## src/rtl/rv32_pkg.sv

```systemverilog
// Shared RV32I definitions for the instruction encoder and the immediate decoder.
// Holds the opcode constants, the instruction format enum, the immediate range limits,
// and a helper that maps an opcode to its format.
package rv32_pkg;

  localparam logic [6:0] OP_IMM    = 7'b0010011;
  localparam logic [6:0] OP_LOAD   = 7'b0000011;
  localparam logic [6:0] OP_JALR   = 7'b1100111;
  localparam logic [6:0] OP_STORE  = 7'b0100011;
  localparam logic [6:0] OP_BRANCH = 7'b1100011;
  localparam logic [6:0] OP_JAL    = 7'b1101111;
  localparam logic [6:0] OP_REG    = 7'b0110011;

  typedef enum logic [2:0] {FMT_R, FMT_I, FMT_S, FMT_B, FMT_J, FMT_BAD} fmt_e;

  // Representable immediate ranges; B/J limits are also required to be even.
  localparam int IMM_I_MIN = -2048;
  localparam int IMM_I_MAX = 2047;
  localparam int IMM_B_MIN = -4096;
  localparam int IMM_B_MAX = 4094;
  localparam int IMM_J_MIN = -1048576;
  localparam int IMM_J_MAX = 1048574;

  localparam int unsigned INST_W  = 32;
  localparam int unsigned ENTRY_W = INST_W + 1;

  function automatic fmt_e fmt_of(input logic [6:0] opcode);
    case (opcode)
      OP_IMM, OP_LOAD, OP_JALR: return FMT_I;
      OP_STORE:                 return FMT_S;
      OP_BRANCH:                return FMT_B;
      OP_JAL:                   return FMT_J;
      OP_REG:                   return FMT_R;
      default:                  return FMT_BAD;
    endcase
  endfunction

endpackage

```

## src/rtl/inst_enc_fifo.sv

```systemverilog
// Generic DEPTH-entry synchronous FIFO used as the encoder output buffer.
// Ports:
//   clk, rst_n        clock, asynchronous active-low reset
//   push_valid_i/_o   write handshake (push_ready_o = not full)
//   push_data_i       entry to store
//   pop_valid_o/_i    read handshake (pop_valid_o = not empty)
//   pop_data_o        head entry, forced to zero while empty
// Pointers carry one extra wrap bit so full and empty are distinguishable.
module inst_enc_fifo #(
  parameter int unsigned DEPTH = 2,
  parameter int unsigned WIDTH = 33
) (
  input  logic             clk,
  input  logic             rst_n,
  input  logic             push_valid_i,
  output logic             push_ready_o,
  input  logic [WIDTH-1:0] push_data_i,
  output logic             pop_valid_o,
  input  logic             pop_ready_i,
  output logic [WIDTH-1:0] pop_data_o
);

  localparam int unsigned PtrW = $clog2(DEPTH);

  logic [PtrW:0]      wr_ptr_q, wr_ptr_d;
  logic [PtrW:0]      rd_ptr_q, rd_ptr_d;
  logic [WIDTH-1:0]   mem_q [DEPTH];
  logic [WIDTH-1:0]   mem_d [DEPTH];
  logic               full, empty, push, pop;

  assign empty = (wr_ptr_q == rd_ptr_q);
  assign full  = (wr_ptr_q[PtrW] != rd_ptr_q[PtrW]) &&
                 (wr_ptr_q[PtrW-1:0] == rd_ptr_q[PtrW-1:0]);

  // Ready depends only on registered occupancy: a pop in the same cycle does not
  // make room for a push into a full buffer.
  assign push_ready_o = !full;
  assign pop_valid_o  = !empty;
  assign push         = push_valid_i && !full;
  assign pop          = pop_ready_i && !empty;

  assign pop_data_o = empty ? '0 : mem_q[rd_ptr_q[PtrW-1:0]];

  always_comb begin
    wr_ptr_d = wr_ptr_q;
    rd_ptr_d = rd_ptr_q;
    mem_d    = mem_q;
    if (push) begin
      mem_d[wr_ptr_q[PtrW-1:0]] = push_data_i;
      wr_ptr_d = wr_ptr_q + 1'b1;
    end
    if (pop) begin
      rd_ptr_d = rd_ptr_q + 1'b1;
    end
  end

  always_ff @(posedge clk or negedge rst_n) begin
    if (!rst_n) begin
      wr_ptr_q <= '0;
      rd_ptr_q <= '0;
      for (int i = 0; i < int'(DEPTH); i++) begin
        mem_q[i] <= '0;
      end
    end else begin
      wr_ptr_q <= wr_ptr_d;
      rd_ptr_q <= rd_ptr_d;
      mem_q    <= mem_d;
    end
  end

endmodule

```

## src/rtl/inst_imm_encoder.sv

```systemverilog
// Streaming RV32I instruction encoder: packs decoded fields and a signed immediate
// into a 32-bit instruction word, the inverse of the decode-stage immediate decoder.
// Optional feature macro: INST_ENC_RANGE_CHECK_EN (flags immediates that do not fit
// their format; truncated bits are still encoded).
// Ports:
//   clk, rst_n                 clock, asynchronous active-low reset
//   in_valid / in_ready        field bundle handshake
//   in_opcode .. in_imm        decoded fields
//   out_valid / out_ready      encoded word handshake
//   out_inst, out_err          encoded word and its error flag
//   enc_count                  completed output handshakes (wraps)
module inst_imm_encoder
  import rv32_pkg::*;
#(
  parameter int unsigned DEPTH = 2,
  parameter int unsigned CNT_W = 16
) (
  input  logic             clk,
  input  logic             rst_n,
  input  logic             in_valid,
  output logic             in_ready,
  input  logic [6:0]       in_opcode,
  input  logic [4:0]       in_rd,
  input  logic [4:0]       in_rs1,
  input  logic [4:0]       in_rs2,
  input  logic [2:0]       in_funct3,
  input  logic [6:0]       in_funct7,
  input  logic [31:0]      in_imm,
  output logic             out_valid,
  input  logic             out_ready,
  output logic [31:0]      out_inst,
  output logic             out_err,
  output logic [CNT_W-1:0] enc_count
);

  fmt_e               fmt;
  logic [31:0]        inst_d;
  logic               err_d;
  logic [CNT_W-1:0]   enc_count_q, enc_count_d;
  logic [ENTRY_W-1:0] pop_data;

`ifdef INST_ENC_RANGE_CHECK_EN
  logic signed [31:0] imm_s;
  assign imm_s = in_imm;
`else
  // Upper immediate bits only matter to the range check.
  logic unused_imm_hi;
  assign unused_imm_hi = ^in_imm[31:21];
`endif

  always_comb begin
    fmt         = fmt_of(in_opcode);
    inst_d      = '0;
    inst_d[6:0] = in_opcode;
    err_d       = 1'b0;
    case (fmt)
      FMT_I: begin
        inst_d[31:20] = in_imm[11:0];
        inst_d[19:15] = in_rs1;
        inst_d[14:12] = in_funct3;
        inst_d[11:7]  = in_rd;
      end
      FMT_S: begin
        inst_d[31:25] = in_imm[11:5];
        inst_d[24:20] = in_rs2;
        inst_d[19:15] = in_rs1;
        inst_d[14:12] = in_funct3;
        inst_d[11:7]  = in_imm[4:0];
      end
      FMT_B: begin
        inst_d[31]    = in_imm[12];
        inst_d[30:25] = in_imm[10:5];
        inst_d[24:20] = in_rs2;
        inst_d[19:15] = in_rs1;
        inst_d[14:12] = in_funct3;
        inst_d[11:8]  = in_imm[4:1];
        inst_d[7]     = in_imm[11];
      end
      FMT_J: begin
        inst_d[31]    = in_imm[20];
        inst_d[30:21] = in_imm[10:1];
        inst_d[20]    = in_imm[11];
        inst_d[19:12] = in_imm[19:12];
        inst_d[11:7]  = in_rd;
      end
      default: begin
        // R-type and unsupported opcodes share the register layout.
        inst_d[31:25] = in_funct7;
        inst_d[24:20] = in_rs2;
        inst_d[19:15] = in_rs1;
        inst_d[14:12] = in_funct3;
        inst_d[11:7]  = in_rd;
        err_d         = (fmt == FMT_BAD);
      end
    endcase
`ifdef INST_ENC_RANGE_CHECK_EN
    case (fmt)
      FMT_I, FMT_S: begin
        if (imm_s < IMM_I_MIN || imm_s > IMM_I_MAX) err_d = 1'b1;
      end
      FMT_B: begin
        if (imm_s < IMM_B_MIN || imm_s > IMM_B_MAX || in_imm[0]) err_d = 1'b1;
      end
      FMT_J: begin
        if (imm_s < IMM_J_MIN || imm_s > IMM_J_MAX || in_imm[0]) err_d = 1'b1;
      end
      default: ;
    endcase
`endif
  end

  inst_enc_fifo #(
    .DEPTH (DEPTH),
    .WIDTH (ENTRY_W)
  ) u_fifo (
    .clk          (clk),
    .rst_n        (rst_n),
    .push_valid_i (in_valid),
    .push_ready_o (in_ready),
    .push_data_i  ({inst_d, err_d}),
    .pop_valid_o  (out_valid),
    .pop_ready_i  (out_ready),
    .pop_data_o   (pop_data)
  );

  assign out_inst = pop_data[ENTRY_W-1:1];
  assign out_err  = pop_data[0];

  always_comb begin
    enc_count_d = enc_count_q;
    if (out_valid && out_ready) enc_count_d = enc_count_q + 1'b1;
  end

  always_ff @(posedge clk or negedge rst_n) begin
    if (!rst_n) enc_count_q <= '0;
    else        enc_count_q <= enc_count_d;
  end

  assign enc_count = enc_count_q;

endmodule

```

## config.mk

```make
export PLATFORM = sky130hd
export DESIGN_NAME = inst_imm_encoder
export DESIGN_NICKNAME = d
export VERILOG_FILES = /design/src/rtl/rv32_pkg.sv /design/src/rtl/inst_enc_fifo.sv /design/src/rtl/inst_imm_encoder.sv
export SDC_FILE = /design/constraint.sdc
export NUM_CORES = 1
export LEC_CHECK = 0
export CAP_MARGIN = 15
export CORE_MARGIN = 2
export CORE_UTILIZATION = 48
export CTS_CLUSTER_DIAMETER = 100
export DETAILED_ROUTE_END_ITERATION = 6
export PLACE_DENSITY = 0.8
export SYNTH_ARGS = -nofsm -noshare
export SYNTH_HDL_FRONTEND = slang
export SYNTH_SLANG_ARGS = --single-unit
```

## constraint.sdc

```tcl
create_clock -name clk -period 2.4 [get_ports clk]
set_input_delay 0.6 -clock clk [delete_from_list [all_inputs] [get_ports clk]]
set_output_delay 0.6 -clock clk [all_outputs]
set_load 0.02 [all_outputs]
```

======== Word level (Yosys, flattened, before mapping) ========
Index checks and enable logic that the tools add are counted.
storage, ports and cells
  bits in registers ....................... 86
  input port bits ......................... 68
  output and inout bits ................... 51
  word-level logic and storage cells ...... 46
operators by class
  add/sub/neg operators ................... 3
  order comparisons ....................... 3
  equality and inequality tests ........... 15
  mux-type cells .......................... 10
  bitwise logic cells ..................... 2
  reductions and logical operators ........ 8
operators by type and width
  operator                                                                       count
  33-bit 2-to-1 mux                                                              5
  25-bit case mux with 4 select lines                                            1
  66-bit bitwise mux                                                             1
  33-bit demux with 1-bit select                                                 1
  7-bit equality test (second input constant)                                    3
  16-bit by 1-bit adder with 16-bit output (second input constant)               1
  3-bit case mux with 5 select lines                                             1
  7-bit by 6-bit equality test with 1-bit output (second input constant)         2
  7-bit by 2-bit equality test with 1-bit output (second input constant)         1
  7-bit by 5-bit equality test with 1-bit output (second input constant)         1
  3-bit by 2-bit equality test with 1-bit output (second input constant)         2
  3-bit equality test (second input constant)                                    2
  2-bit by 1-bit adder with 2-bit output (second input constant)                 2
  2-bit greater-or-equal comparator (second input constant)                      2
  1-bit logical AND                                                              4
  1-bit inverter with 2-bit output                                               2
  4-bit OR reduction                                                             1
  3-bit by 1-bit equality test with 1-bit output (second input constant)         1
  3-bit OR reduction                                                             1
  2-bit equality test                                                            1
  1-bit logical NOT                                                              2
  2-bit by 1-bit less-than comparator with 1-bit output (second input constant)  1
  1-bit equality test                                                            1
  1-bit 2-to-1 mux                                                               1
  1-bit != test                                                                  1

======== Logic depth before layout (Yosys ltp) ========
Gate-level depths: netlist of the first run.
  depth in word-level cells ............... 7
  gate-level depth with buffers ........... 6
  gate-level depth less buffers ........... 5

======== Hierarchy ========
Synthesis of the first run repeated with hierarchy kept, for this count alone.
unflattened totals
  cell total of the unflattened synthesis .. 350
  area total of the unflattened synthesis .. 4370.4 sq um
by module, submodules not included
  module            instances  cells each  area each (sq um)  sequential area each (sq um)
  inst_enc_fifo     1          240         3223.1             1751.7
  inst_imm_encoder  1          110         1147.4             400.4

======== Worst setup path after synthesis of the first run ========
OpenSTA, ideal clock, no wires.
  path kind ............................... flip-flop to output port
  from .................................... reg u_fifo.rd_ptr_q[1]
  to ...................................... out out_inst[10]
  arrival ................................. 1541 ps
  required time ........................... 1800 ps
  path slack .............................. 259 ps
  stages on the path, launching flop included .. 6
  buffers on the path ..................... 2
  path through ............................ dfrtp_1 > xnor2_1 > and2_1 > clkbuf_1 > clkbuf_1 > nor2_1
on the way
  word-level cells in the longest chain between the ends .. 2
RTL lines
  item                      RTL line                RTL
  start: declaration        inst_enc_fifo.sv:26     logic [PtrW:0] rd_ptr_q, rd_ptr_d;
  start signal: assignment  inst_enc_fifo.sv:66     rd_ptr_q <= rd_ptr_d;
  2-bit equality test       inst_enc_fifo.sv:31     assign empty = (wr_ptr_q == rd_ptr_q);
  33-bit 2-to-1 mux         inst_enc_fifo.sv:42     assign pop_data_o = empty ? '0 : mem_q[rd_ptr_q[PtrW-1:0]];
  end: declaration          inst_imm_encoder.sv:31  output logic [31:0] out_inst,
Every way passes these cells.

======== Worst setup path after layout of the first run ========
  from .................................... reg u_fifo.rd_ptr_q[0]
  to ...................................... out out_inst[25]
on the way
  word-level cells in the longest chain between the ends .. 5
  elaborated cells on any way between the ends .. 6
  those cells by class .................... eq/ne (1); mux (4); bitwise (1)
RTL lines
  item                                                    RTL line
  1-bit inverter with 2-bit output (not written as such)  inst_enc_fifo.sv:42
  33-bit 2-to-1 mux (not written as such) (3 in series)   inst_enc_fifo.sv:42
  33-bit 2-to-1 mux *                                     inst_enc_fifo.sv:42
Mark *: on every way between the ends. The rest lies on a longest branch, timed or not. The select of a mux whose other input is x is not followed.

==> reports/qor.yml, run 1 <==
run_status:
  status: "finished clean"
clock_tree:
  cts.reportedPaths.clkPinSlew_ps: 90
  numClockSinks: 86
  cts_buffer_depth: 2
  insertion_delay_ps: 360
  cts_root_buf: "clkbuf_8"
  tritoncts.num_buffers: 9
  htreeDepth: 3
  cts_tree: "built"
  hold_buffers: 0
power_and_ir_drop:
  p_leak_nw: 2.75
  p_per_area_nw_per_um2: 1410
  irDropWorstVdd_uv: 803
  fin_total_pwr_mw: 8.25
detailed_routing:
  wl_per_cell_um: 15.7
  firstDrtPassIters: 4
  remaining_drc_errors: 0
  viasPerCell: 5.40
  ant_nets: 0
  drt_wl_total_um: 10800
  detailroute.via_count: 3705
  drtIter0Drc: 164
worst_setup_path:
  cp.required_ps: 1800
  startpoint_type: "flip-flop"
  cp_data_arrival_time_ps: 1740
  worstSetupPathType: "reg -> out"
  crit_fanout: 13
  cp-end-kind: "output pin"
logic_synthesis:
  yosys.area.top_type_share_pct: 51.0
  synth_cell_types: 39
  synthCells: 444
  synthFlopType: "dfrtp_1"
  syn_nets: 513
  synth_seq_cells: 86
  async_flop_share_pct: 100
  yosysWarnings: 0
  synth-xor-area-share_pct: 4.36
  synth-adder-area-share_pct: 0.297
  syn_area_um2: 4220
  synth_top_family_by_area: "simple AND/OR/NAND/NOR gates"
  synth_area_leaders: "dfrtp_1, mux2i_1, nand2_1"
  synth-simple-area-share_pct: 17.6
  ys_seq_area_share_pct: 51.0
  yosys.area.top_type: "dfrtp_1"
  synth-compound-area-share_pct: 11.0
  synth_edf_count: 0
  muxShareOfSynthArea_pct: 12.4
  syn_area_per_cell_um2: 9.50
sta:
  post-route-period-util_pct: 97.5
  hold_viol: 0
  clock_skew_ps: 9.02
  worstMarginPinSlew_ps: 447
  setup_viol: 0
  drv_slew: 0
  fmax_mhz: 427
  layout_min_cycle_time_ps: 2340
  relSlewSlack_pct: 70.2
placement:
  post-dp-hpwl_um: 7480
  dp_cells: 666
  gp_congestion: 0.855
  io_buffers: 107
die:
  die_x_um: 97.8
  start_util_pct: 48.9
  dieArea_um2: 9560
  core_um2: 8640
  die_h_um: 97.8
  placementRows: 34
  ios: 119
worst_hold_path:
  hp-class: "in -> async"
finish:
  syn_to_final_growth_pct: 38.7
  n_fill_cell: 673
  layout.nets: 642
  drive_gt1_share_pct: 16.8
  final_common_cell: "nand2_1"
  antennaDiodeCount: 0
  finalNonFillerCells: 686
  layout_common_cells: "nand2_1, dfrtp_1, clkdlybuf4s50_1"
  post-route-util_pct: 67.8
global_routing:
  grt_antenna_before_repair: 0
  grt_max_degree: 35
  grt_pass1_vias: 3719
  grt_pass1_wl_um: 17700
  grt_overflow: 0
  grt.total_usage_pct: 23.1
job:
  drv_cap: 0
==> stage by stage <==
stage / cell area [µm²] / hold WS, ps / TNS, ps / setup slack (ps)
after global routing: 5850 / 148 / -8.50 / -6.22
after global placement: 5650 / 458 / -110 / -57.2
after CTS: 5890 / 142 / 0 / 8.06
after detailed placement: 5650 / 465 / -173 / -81.1
final: 5850 / 136 / 0 / 60.0
after floorplan: 4220 / 304 / 0 / 259
==> path summary, 6_finish.rpt <==
kind	startpoint	to	slack, ps	depth (start not counted)
worst max-delay path	u_fifo.rd_ptr_q[0]	out_inst[25]	60	5
worst min register to register	enc_count[15]	enc_count[15]	480	1
max in group asynchronous	rst_n	u_fifo.mem_q[0]	1720	2
worst min-delay path	rst_n	u_fifo.mem_q[50]	140	1
worst max register to register	u_fifo.wr_ptr_q[0]	enc_count[1]	700	6
min in group clk	enc_count[15]	enc_count[15]	480	1
==> routing by layer <==
metal | vias up | part of all wire, % | track usage (%)
li1 | 1776 | - | -
met1 | 1799 | 42 | 29.1
met2 | 115 | 51 | 40.6
met4 | 0 | 1.5 | 7.80
met5 | - | 0 | 0
met3 | 15 | 4.9 | 3.72
==> cells by family after synthesis <==
kind of cell             count (synthesis)
AO/OA/AOI/OAI                           79
XOR/XNOR                                21
multiplexers                            52
AND/OR/NAND/NOR                        174
adder cells (fa/ha/maj)                  1
buffers and inverters                   31
flip-flops                              86
==> area by class of cell <==
class	instances	area, µm²	share of cell area, %
clock buffers	9	124	2.12
clock inverters	7	103	1.75
inverters	5	18.8	0.321
multi-input cells	327	1970	33.7
flip-flops and latches	86	2150	36.8
well taps	108	135	2.31
repair buffers	144	1350	23.0
==> where the power goes <==
group	switching, mW	total [mW]	internal, mW	leakage [nW]
clock	0.559	1.16	0.599	0.111
combinational	2.69	4.63	1.94	1.58
sequential	0.387	2.47	2.08	1.06
total	3.63	8.25	4.62	2.75
==> synth_stat cells, types with 3 or more instances <==
master,number
clkbuf_1,19
nor2_1,51
xor2_1,3
a31oi_1,14
inv_1,5
and3_1,4
dfrtp_1,86
nand2_1,91
mux2i_1,50
a211oi_1,5
nand3_1,7
nand4_1,7
xnor2_1,18
and2_1,4
o21ai_0,48
==> critical path, stage by stage, from the launching register on <==
cell	delay, ps
dfrtp_2	440
buf_4	160
buf_4	210
mux2i_1	140
nor2_1	130
clkdlybuf4s15_1	320
==> what timing repair did <==
action | in CTS | in global routing
setup buffers | 1 | 2
endpoints found under the setup margin | 35 | 25
resized for setup | 84 | 29
pin swaps | 0 | 0
hold endpoints to repair | 0 | 0
cloned | 1 | 0
==> sequential cells by signal, indices dropped and copies added, names as in the netlist <==
register	flops
u_fifo.mem_q	66
enc_count	16
u_fifo.rd_ptr_q	2
u_fifo.wr_ptr_q	2
Note: power is estimated with default switching activity, not from simulation.
==> inputs of run 2 (changes only) <==
- CORE_MARGIN: 2 -> 10
==> run 2 against run 1 <==
  * Routed wire length rose by 8.0%
  * Combinational power down 3%
  * First-iteration DRC count increased by 62%
  * Sequential power is essentially flat
  * Design area grew 0.45%
  * Fmax is 0.48% lower
  * Clock-buffer cell count increased by 2
  * Core utilization rose by 0.30 points
  * Final cell count fell by 0.58%
  * Clock skew is essentially flat
  * Sequential share of layout area fell by 0.16 points
==> reports/qor.yml, run 2 (synthesized netlist as in run 1, its figures left out) <==
power_and_ir_drop:
  p_per_area_nw_per_um2: 1420  # was 1410 nW/µm²
  fin_total_pwr_mw: 8.33  # was 8.25 mW
  p_leak_nw: 2.75  # about the same
  sequentialPowerShare_pct: 29.7  # was 29.9%
  comb_power_share_pct: 53.8  # was 56.1%
  irDropWorstVdd_uv: 686  # was 803 µV
  swShare_pct: 42.8  # was 44.0%
  pwr-share-clk_pct: 16.5  # was 14.0%
  p_switching_mw: 3.56  # was 3.63 mW
  internal_power_mw: 4.77  # was 4.62 mW
detailed_routing:
  detailroute.via_count: 3682  # was 3705
  ant_nets: 0  # unchanged
  wl_per_cell_um: 17.0  # was 15.7 µm
  drtIter0Drc: 265  # was 164
  remaining_drc_errors: 0  # unchanged
  firstDrtPassIters: 4  # unchanged
  viasPerCell: 5.40  # about the same
  drt_wl_total_um: 11600  # was 10800 µm
finish:
  seqCellArea_um2: 2150  # unchanged
  registers.top_by_ff_count: "u_fifo.mem_q"  # unchanged
  syn_to_final_growth_pct: 39.4  # was 38.7%
  largest_reg_flops: 66  # unchanged
  drive_gt1_share_pct: 13.1  # was 16.8%
  antennaDiodeCount: 0  # unchanged
  final_common_cell: "nand2_1"  # unchanged
  layout.nets: 638  # was 642
  multiInputGateArea_um2: 1970  # unchanged
  n_fill_cell: 660  # was 673
  layout_common_cells: "nand2_1, dfrtp_1, clkdlybuf4s50_1"  # unchanged
  post-route-util_pct: 68.1  # was 67.8%
placement:
  pre_cts_ws_ps: -166  # was -81.1 ps
  io_buffers: 107  # unchanged
  gp_congestion: 0.867  # was 0.855
  post-dp-hpwl_um: 8330  # was 7480 µm
global_routing:
  grt_antenna_before_repair: 0  # unchanged
  grt_pass1_wl_um: 19100  # was 17700 µm
  grt_use_met2_pct: 29.8  # was 40.6%
  global_route.usage.met3_pct: 4.88  # was 3.72%
  grt_max_degree: 47  # was 35
  top_usage_layer: "met2"  # unchanged
  grt.total_usage_pct: 18.0  # was 23.1%
  grt_overflow: 0  # unchanged
  grtUsageMet1_pct: 21.9  # was 29.1%
  grt_pass1_vias: 3884  # was 3719
die:
  die_h_um: 114  # was 97.8 µm
  die_x_um: 114  # was 97.8 µm
  placementRows: 34  # unchanged
  dieArea_um2: 12900  # was 9560 µm²
  start_util_pct: 48.9  # unchanged
  ios: 119  # unchanged
  core_um2: 8640  # unchanged
clock_tree:
  cts_root_buf: "clkbuf_8"  # unchanged
  htreeDepth: 3  # unchanged
  postCtsSetupBuffers: 0  # was 1
  tritoncts.num_buffers: 9  # unchanged
  cts_tree: "built"  # unchanged
  cts_buffer_depth: 2  # unchanged
  cts.reportedPaths.clkPinSlew_ps: 90  # about the same
  insertion_delay_ps: 350  # was 360 ps
  numClockSinks: 86  # unchanged
sta:
  tns_ps: 0  # unchanged
  rsz0062_at_grt: "no"
  layout_min_cycle_time_ps: 2350  # was 2340 ps
  fmax_mhz: 425  # was 427 MHz
  hold_viol: 0  # unchanged
  worstMarginPinSlew_ps: 539  # was 447 ps
  worst_slack_ps: 48.8  # was 60.0 ps
  clock_skew_ps: 9.04  # was 9.02 ps
  drv_slew: 0  # unchanged
  setup_viol: 0  # unchanged
  relSlewSlack_pct: 64.0  # was 70.2%
  post-route-period-util_pct: 98.0  # was 97.5%
worst_setup_path:
  reg2reg_from: "u_fifo.rd_ptr_q[1]"  # was u_fifo.wr_ptr_q[0]
  cp-endpoint: "out_inst[31]"  # was out_inst[25]
  cp_data_arrival_time_ps: 1750  # was 1740 ps
  startpoint_type: "flip-flop"  # unchanged
  rr_endpoint: "enc_count[1]"  # unchanged
  cp-end-kind: "output pin"  # unchanged
  crit_fanout: 9  # was 13
  cp.required_ps: 1800  # about the same
  r2r_slack_ps: 590  # was 700 ps
  r2r_cells: 7  # was 6
  critPathLaunch: "u_fifo.rd_ptr_q[0]"  # unchanged
  worstSetupPathType: "reg -> out"  # unchanged
worst_hold_path:
  hp-class: "in -> async"  # unchanged
run_status:
  status: "finished clean"  # unchanged
job:
  drv_cap: 0  # unchanged
==> run 2: changes by cell type in the layout (fill, tap and decap cells not counted), sizes merged <==
cell,before,now
clkbuf,21,22
clkinvlp,1,0
inv,8,5
buf,47,34
dlygate4sd2,2,4
bufinv,2,4
clkdlybuf4s15,12,20
==> run 2: worst max-delay path, stage by stage (launching register included) <==
cell,delay (ps)
dfrtp_2,450
xnor2_2,150
and2_4,150
buf_4,170
nor2_1,140
clkdlybuf4s15_1,330
==> run 2: worst min path at each step <==
stage,from,end,slack (ps),cells after the start
3_3_place_gp,u_fifo.mem_q[39],u_fifo.mem_q[39],460,2
4_1_cts,rst_n,u_fifo.mem_q[19],240,1
3_5_place_dp,u_fifo.mem_q[38],u_fifo.mem_q[38],460,2
6_report,rst_n,u_fifo.mem_q[17],220,1
2_1_floorplan,rst_n,enc_count[0],300,0
5_1_grt,rst_n,u_fifo.mem_q[17],260,1
==> run 2: stage by stage <==
step	hold WS (ps)	cells	area, µm²
after global routing	262	682	5880
after global placement	456	666	5630
final	224	682	5880
after CTS	241	682	5900
after floorplan	304	444	4220
after detailed placement	461	666	5630
==> run 2: power groups by stage <==
stage / Sequential, mW / Combinational (mW) / Clock (mW)
2_1_floorplan: 2.45 / 2.61 / 0
5_1_grt: 2.55 / 4.91 / 1.45
3_3_place_gp: 2.43 / 4.75 / 0
3_5_place_dp: 2.49 / 4.85 / 0
6_report: 2.47 / 4.49 / 1.37
4_1_cts: 2.47 / 4.53 / 1.39
==> run 2: area by class of cell <==
cell class                      instances  area share, %
Inverter                                5          0.319
Clock buffer                           11           2.58
Tap cell                              108           2.30
Sequential cell                        86           36.6
Multi-Input combinational cell        327           33.6
Clock inverter                          5           2.19
Timing Repair Buffer                  140           22.4
==> run 2: repair_timing <==
action / 4_1_cts / 5_1_grt
hold buffers: 0 / 0
endpoints found under the setup margin: 35 / 31
cloned: 0 / 0
resized for setup: 42 / 39
hold endpoints to repair: 0 / 0
==> run 2: layer usage <==
layer	part of all wire (%)	vias up	wire, µm
li1	-	1770	-
met5	0	-	0
met1	41	1780	4770
met2	51	119	5890
met3	6.9	13	801
met4	1.4	0	163
==> inputs of run 3 (changes only) <==
- CORE_UTILIZATION: 48 -> 25
- PLACE_DENSITY: 0.8 -> default
==> run 3 against run 2 <==
  * Critical path depth unchanged
  * Combinational power up 2%
  * Die area up 74%
  * First-iteration DRC count down 8.3%
  * Largest power group unchanged
==> reports/qor.yml, run 3 (synthesized netlist as in run 1, its figures left out) <==
finish:
  drive_gt1_share_pct: 14.9  # was 13.1%
  syn_to_final_growth_pct: 45.7  # was 39.4%
  finalNonFillerCells: 799  # was 682
  antennaDiodeCount: 0  # unchanged
  registers.top_by_ff_count: "u_fifo.mem_q"  # unchanged
  largest_reg_flops: 66  # unchanged
  layout_common_cells: "nand2_1, dfrtp_1, clkdlybuf4s50_1"  # unchanged
  final_common_cell: "nand2_1"  # unchanged
  layout.nets: 643  # was 638
  post-route-util_pct: 37.1  # was 68.1%
sta:
  drv_slew: 0  # unchanged
  layout_min_cycle_time_ps: 2330  # was 2350 ps
  relSlewSlack_pct: 73.8  # was 64.0%
  clock_skew_ps: 5.22  # was 9.04 ps
  hold_viol: 0  # unchanged
  fmax_mhz: 430  # was 425 MHz
  worstMarginPinSlew_ps: 394  # was 539 ps
  post-route-period-util_pct: 96.9  # was 98.0%
  setup_viol: 0  # unchanged
placement:
  dp_cells: 780  # was 666
  io_buffers: 107  # unchanged
  post-dp-hpwl_um: 9480  # was 8330 µm
  gp_congestion: 0.777  # was 0.867
worst_setup_path:
  rr_endpoint: "enc_count[1]"  # unchanged
  r2r_slack_ps: 630  # was 590 ps
  worstSetupPathType: "reg -> out"  # unchanged
  cp_data_arrival_time_ps: 1730  # was 1750 ps
  r2r_cells: 7  # unchanged
  crit_fanout: 24  # was 9
  cp-end-kind: "output pin"  # unchanged
  reg2reg_from: "u_fifo.rd_ptr_q[0]"  # was u_fifo.rd_ptr_q[1]
  startpoint_type: "flip-flop"  # unchanged
  cp.required_ps: 1800  # about the same
global_routing:
  grt.total_usage_pct: 11.7  # was 18.0%
  grt_overflow: 0  # unchanged
  grt_max_degree: 47  # unchanged
  grt_pass1_wl_um: 20900  # was 19100 µm
  grt_pass1_vias: 4023  # was 3884
  grt_antenna_before_repair: 0  # unchanged
power_and_ir_drop:
  pwr-share-clk_pct: 18.8  # was 16.5%
  comb_power_share_pct: 52.8  # was 53.8%
  internal_power_mw: 5.04  # was 4.77 mW
  fin_total_pwr_mw: 8.69  # was 8.33 mW
  irDropWorstVdd_uv: 548  # was 686 µV
  p_switching_mw: 3.65  # was 3.56 mW
  sequentialPowerShare_pct: 28.4  # was 29.7%
  p_per_area_nw_per_um2: 1410  # was 1420 nW/µm²
  swShare_pct: 42.0  # was 42.8%
  p_leak_nw: 2.83  # was 2.75 nW
worst_hold_path:
  hp-class: "in -> async"  # unchanged
die:
  ios: 119  # unchanged
  placementRows: 47  # was 34
  dieArea_um2: 22500  # was 12900 µm²
  start_util_pct: 25.4  # was 48.9%
  die_x_um: 150  # was 114 µm
  core_um2: 16600  # was 8640 µm²
  die_h_um: 150  # was 114 µm
clock_tree:
  numClockSinks: 86  # unchanged
  cts_tree: "built"  # unchanged
  cts_buffer_depth: 2  # unchanged
  cts_root_buf: "clkbuf_16"  # was clkbuf_8
  insertion_delay_ps: 350  # about the same
  htreeDepth: 3  # unchanged
  tritoncts.num_buffers: 9  # unchanged
  hold_buffers: 0  # unchanged
  cts.reportedPaths.clkPinSlew_ps: 60  # was 90 ps
detailed_routing:
  ant_nets: 0  # unchanged
  remaining_drc_errors: 0  # unchanged
  firstDrtPassIters: 4  # unchanged
  drtIter0Drc: 243  # was 265
  viasPerCell: 4.61  # was 5.40
  wl_per_cell_um: 15.9  # was 17.0 µm
  detailroute.via_count: 3686  # was 3682
  drt_wl_total_um: 12700  # was 11600 µm
job:
  drv_cap: 0  # unchanged
run_status:
  status: "finished clean"  # unchanged
run 3: timing repair:
action,in CTS,in global routing
gates cloned,0,0
endpoints found under the setup margin,34,22
setup buffers,3,0
gates resized for setup,63,24
run 3: area by class of cell:
type	instances	area (µm²)
Clock buffer	11	243
Clock inverter	5	106
Fill cell	1630	10400
Inverter	5	18.8
Multi-Input combinational cell	327	1980
Sequential cell	86	2150
Tap cell	220	275
Timing Repair Buffer	145	1370
run 3: metrics by stage:
step                      instance area [µm²]  setup TNS, ps  hold WS, ps  worst slack, ps
after floorplan                          4220              0          304              259
after global placement                   5810           -669          457            -73.6
after detailed placement                 5810          -1500          463            -87.4
after CTS                                6160          -67.6          127            -35.0
after global routing                     6150          -5.96          140            -3.06
final                                    6150              0          133             74.9
run 3: worst max path at each step:
stage / start / to / slack [ps] / depth (start not counted)
floorplan: u_fifo.rd_ptr_q[1] / out_inst[10] / 260 / 5
global placement: in_opcode[5] / u_fifo.mem_q[54] / -70 / 5
detailed placement: in_opcode[5] / u_fifo.mem_q[63] / -90 / 7
CTS: u_fifo.rd_ptr_q[0] / out_inst[27] / -30 / 6
global route: u_fifo.rd_ptr_q[0] / out_err / -3 / 5
finish: u_fifo.rd_ptr_q[0] / out_err / 70 / 5
run 3: per-layer routing:
metal | part of all wire [%] | wire (µm) | track usage [%]
met5 | 0 | 0 | 0
met4 | 2.2 | 278 | 5.10
met3 | 5.6 | 715 | 3.23
met2 | 49 | 6240 | 19.4
met1 | 43 | 5470 | 13.9
run 3: power groups by stage:
stage               logic [mW]  clock network, mW  registers (mW)
CTS                       4.71               1.68            2.46
finish                    4.59               1.63            2.47
global route              5.07               1.73            2.55
floorplan                 2.61                  0            2.45
detailed placement        4.97                  0            2.48
global placement          4.91                  0            2.43
run 3: critical path, stage by stage (launching register included):
cell	delay, ps
dfrtp_2	440
xnor2_2	150
and2_4	160
buf_12	160
nor2_1	110
dlygate4sd2_1	360
